--- src/rtl/fifo_burst_reader_pkg.sv ---
// fifo_rd_pkg: shared state encoding and sizing constants for the FIFO burst reader.
package fifo_rd_pkg;
    typedef enum logic [1:0] {IDLE, RUN, DONE} state_t;
    localparam int BUF_DEPTH = 2;
    localparam int CNT_W = $clog2(BUF_DEPTH + 1);
    localparam int DEF_DATA_W = 16;
    localparam int DEF_LEN_W = 10;
endpackage

--- src/rtl/stream_skid_buf.sv ---
// stream_skid_buf: 2-entry in-order buffer; entry e0 is always the head.
module stream_skid_buf
    import fifo_rd_pkg::*;
#(
    parameter int DATA_W = DEF_DATA_W
) (
    input  logic              clk,
    input  logic              rst_n,
    input  logic              push,
    input  logic [DATA_W-1:0] din,
    input  logic              pop,
    output logic [DATA_W-1:0] head,
    output logic [CNT_W-1:0]  cnt
);
    logic [DATA_W-1:0] e0, e1;
    assign head = e0;
    always_ff @(posedge clk or negedge rst_n) begin
        if (!rst_n) begin
            e0  <= '0;
            e1  <= '0;
            cnt <= '0;
        end else begin
            case ({push, pop})
                2'b10: if (cnt == CNT_W'(0)) e0 <= din; else e1 <= din;
                2'b01: e0 <= e1;
                // simultaneous push/pop: the new word lands behind whatever stays
                2'b11: if (cnt == CNT_W'(1)) e0 <= din; else begin e0 <= e1; e1 <= din; end
                default: ;
            endcase
            cnt <= cnt + CNT_W'(push) - CNT_W'(pop);
        end
    end
endmodule

--- src/rtl/fifo_burst_reader.sv ---
// fifo_burst_reader: drains burst_len words from a registered-output FIFO onto a
// valid/ready stream, absorbing the one-cycle read latency with a 2-entry buffer.
module fifo_burst_reader
    import fifo_rd_pkg::*;
#(
    parameter int DATA_W = DEF_DATA_W,
    parameter int LEN_W  = DEF_LEN_W
) (
    input  logic              clk,
    input  logic              rst_n,
    input  logic              start,
    input  logic [LEN_W-1:0]  burst_len,
    input  logic              fifo_empty,
    input  logic [DATA_W-1:0] fifo_dout,
    output logic              fifo_ren,
    output logic              m_valid,
    output logic [DATA_W-1:0] m_data,
    output logic              m_last,
    input  logic              m_ready,
    output logic              busy,
    output logic              done
);
    state_t           state;
    logic [LEN_W-1:0] req_left, acc_left;
    logic             inflight, accept;
    logic [CNT_W-1:0] buf_cnt;
    // a read is only issued when its word is guaranteed a buffer slot
    assign fifo_ren = (state == RUN) && (req_left != '0) && !fifo_empty &&
                      ((buf_cnt + CNT_W'(inflight)) < CNT_W'(BUF_DEPTH));
    assign m_valid  = buf_cnt != '0;
    assign m_last   = m_valid && (acc_left == LEN_W'(1));
    assign accept   = m_valid && m_ready;
    assign busy     = state == RUN;
    assign done     = state == DONE;
    stream_skid_buf #(.DATA_W(DATA_W)) u_buf (
        .clk  (clk),
        .rst_n(rst_n),
        .push (inflight),
        .din  (fifo_dout),
        .pop  (accept),
        .head (m_data),
        .cnt  (buf_cnt)
    );
    always_ff @(posedge clk or negedge rst_n) begin
        if (!rst_n) begin
            state    <= IDLE;
            req_left <= '0;
            acc_left <= '0;
            inflight <= 1'b0;
        end else begin
            inflight <= fifo_ren;
            case (state)
                IDLE: if (start && burst_len != '0) begin
                    state    <= RUN;
                    req_left <= burst_len;
                    acc_left <= burst_len;
                end
                RUN: begin
                    if (fifo_ren) req_left <= req_left - LEN_W'(1);
                    if (accept) acc_left <= acc_left - LEN_W'(1);
                    if (accept && m_last) state <= DONE;
                end
                default: state <= IDLE;
            endcase
        end
    end
endmodule

--- config.mk ---
export PLATFORM = sky130hd
export DESIGN_NAME = fifo_burst_reader
export DESIGN_NICKNAME = d
export VERILOG_FILES = /design/src/rtl/fifo_burst_reader_pkg.sv /design/src/rtl/stream_skid_buf.sv /design/src/rtl/fifo_burst_reader.sv
export SDC_FILE = /design/constraint.sdc
export NUM_CORES = 1
export LEC_CHECK = 0
export ABC_AREA = 1
export BUFFER_PORTS_ARGS = -buffer_cell sky130_fd_sc_hd__buf_2
export CAP_MARGIN = 20
export CORE_MARGIN = 2
export CORE_UTILIZATION = 55
export CTS_CLUSTER_DIAMETER = 60
export DETAILED_ROUTE_END_ITERATION = 12
export PLACE_DENSITY = 0.74
export SETUP_SLACK_MARGIN = 0.05
export SYNTH_ARGS = -nofsm -noshare
export SYNTH_HDL_FRONTEND = slang
export SYNTH_SLANG_ARGS = --single-unit
--- constraint.sdc ---
create_clock -name clk -period 5.95 [get_ports clk]
set_clock_uncertainty 0.2 [all_clocks]
set_input_delay 1.19 -clock clk [delete_from_list [all_inputs] [get_ports clk]]
set_output_delay 1.19 -clock clk [all_outputs]
set_load 0.005 [all_outputs]
==> impl_metrics.tcl <==
set metrics [dict create \
    outcome "complete, no violations" \
    drive_gt1_frac 0.220 \
    detail_route.wl_per_cell_um 13.8 \
    clock-sinks 57 \
    max-cap-violations 0 \
    ys_types 33 \
    end_kind "primary output" \
    top_layer_used "met4" \
    grt_setup_unrepaired "no" \
    worstPathArrival_ns 2.14 \
    dp_hpwl_mm 4.77 \
    min_path_type "reg -> reg" \
    synth_compound_area_frac 0.0860 \
    grt_pass1_vias 2565 \
    cpPeakStageDelay_ns 0.42 \
    num_rows 27 \
    nets 472 \
    post-route-min-period_ns 3.53 \
    vias 2707 \
    die_height_um 79.9 \
    wirelength_met1_mm 3.27 \
    yosys_warnings 0 \
    p_leak_nw 1.90 \
    synth_seq_cells 57 \
    timing_worst_setup_path_type "reg -> out" \
    clockBufferDepth 2 \
    initial_utilization 0.572 \
    syn_inst 385 \
    slew_violations 0 \
    htreeDepth 3 \
    fp.dieArea_um2 6390 \
    hold_viol_final 0 \
    tightest_slew_ns 0.765 \
    synth_xor_area_frac 0.0138 \
    syn-num-nets 421 \
    dr_wl_met3_um 280 \
    cts_root_buffer "clkbuf_8" \
    ys_seq_area_frac 0.450 \
    clkLatencyLatePin_ns 0.34 \
    cp_slowest_cell "o21bai_2" \
    post_drt_via_cell_ratio 5.28 \
    ioPinCount 52 \
    path_cells "inv_1 -> ha_1 -> inv_1 -> nor2_1 -> nand2_1 -> inv_1 -> nand2_1 -> o21bai_2 -> inv_1 -> buf_2" \
    met2_length_mm 3.42 \
    postCtsHoldBufs 0 \
    wirelength_mm 7.10 \
    crit_fanout 12 \
    critPathTopFamily "buffers and inverters" \
    total_power_w 0.00212 \
    grt_max_degree 58 \
    cp.required_ns 4.56 \
    drt-initial-drc-count 207 \
    cts_buffers 9 \
    cp_num_buf_inv 5 \
    cts_tree "built" \
    synthTopCellsByArea "dfrtp_1, nand2_1, nand3_1" \
    ant_nets 0 \
    clkTransAtPathRegs_ns 0.07 \
    netlist_top_cells_count "nand2_1, dfrtp_1, nand3_1" \
    synth-edff-count 0 \
    synth_simple_gate_area_frac 0.286 \
    irDropWorstVdd_v 0.000288 \
    grt_pass1_wl_mm 12.1 \
    max_slew_margin 0.489 \
    period_share 0.594 \
    syn2layout_area_growth_pct 14.5 \
    track_usage 0.248 \
    drc 0 \
    netlist_area_um2 3170 \
    die_w_um 79.9 \
    yosysMostFrequentCell "nand2_1" \
    setup_tns_ns 0 \
    start_kind "flop" \
    synth_top_family_by_area "simple AND/OR/NAND/NOR gates" \
    power_density_nw_per_um2 582 \
    first_pass_iters 5 \
    grt.overflow.total 0 \
    netlist.area_leader.share 0.450 \
    ys.flop_type "dfrtp_1" \
    port_buffers 51 \
    diodes 0 \
    final-setup-viol-count 0 \
    synthArstFlopShare 1.00 \
    synth_mux_area_frac 0.0686 \
    antenna_found_initial 0 \
    core_area_um2 5540 \
    synth_adder_area_share 0.0197 \
    cpMostUsedCell "inv_1" \
    fmax_ghz 0.283 \
    synth_top_area_cell "dfrtp_1" \
    avgSynthCellArea_um2 8.24 \
    cts.repair.resized 0 \
    post-cts-setup-buffer-count 0 \
    routabilityCongestion 0.844 \
]
==> layout make-up <==
type / count / area [um2]
Clock inverter: 6 / 66.3
Sequential cell: 57 / 1430
Timing Repair Buffer: 53 / 270
Clock buffer: 10 / 138
Fill cell: 481 / 1910
Inverter: 36 / 138
Multi-Input combinational cell: 279 / 1500
Tap cell: 72 / 90.1
==> kinds of logic (layout without fill, tap and decap cells) <==
kind of cell | count (synthesis) | after routing
flip-flops | 57 | 57
AND/OR/NAND/NOR | 210 | 210
adder cells (fa/ha/maj) | 5 | 5
buffers and inverters | 49 | 105
AO/OA/AOI/OAI | 43 | 43
XOR/XNOR | 5 | 5
multiplexers | 16 | 16
==> sequential cells by signal, summed over array words and instances, names as in the netlist <==
register	flops
inflight	1
u_buf.head	16
state	2
u_buf.e1	16
u_buf.cnt	2
req_left	10
acc_left	10
==> report_power, final <==
group	switching, W	internal [W]	total [W]
sequential	0.000130	0.000582	0.000712
combinational	0.000610	0.000417	0.00103
clock	0.000171	0.000205	0.000376
total	0.000911	0.00120	0.00212
==> per-layer routing <==
metal  track usage  vias to the layer above
met4         0.102                        0
met2         0.388                       56
li1              -                     1362
met1         0.341                     1279
met5             0                        -
met3        0.0441                       10
==> final timing paths <==
kind | startpoint | to | slack [ns] | depth (start not counted)
max in group asynchronous | rst_n | u_buf.head[15] | 4.29 | 2
max | req_left[0] | fifo_ren | 2.42 | 10
min reg2reg | u_buf.e1[11] | u_buf.e1[11] | 0.31 | 1
min | u_buf.e1[11] | u_buf.e1[11] | 0.31 | 1
min in group asynchronous | rst_n | req_left[8] | 0.77 | 2
max reg2reg | req_left[0] | req_left[7] | 3.61 | 11
==> layout by cell type, fill, tap and decap left out, types with 10 or more instances in the layout <==
master / netlist / routed
nand3_1: 44 / 44
dfrtp_1: 57 / 57
buf_2: 5 / 51
nand2_1: 115 / 115
clkbuf_8: 0 / 10
o21ai_0: 19 / 19
inv_1: 35 / 35
mux2_4: 10 / 10
a31oi_1: 16 / 16
nor2_1: 39 / 39
==> through the flow <==
| stage | cells | worst slack (ns) | hold slack, ns | area [um2] | util |
|---|---|---|---|---|---|
| 2_1_floorplan | 385 | 2.83 | 0.280 | 3170 | - |
| 3_3_place_gp | 497 | 2.58 | 0.289 | 3430 | 0.619 |
| 3_5_place_dp | 497 | 2.56 | 0.294 | 3430 | 0.619 |
| 4_1_cts | 513 | 2.42 | 0.308 | 3630 | 0.656 |
| 5_1_grt | 513 | 2.17 | 0.320 | 3630 | 0.656 |
| 6_report | 513 | 2.42 | 0.306 | 3630 | 0.656 |
(Power assumes the default switching activity.)
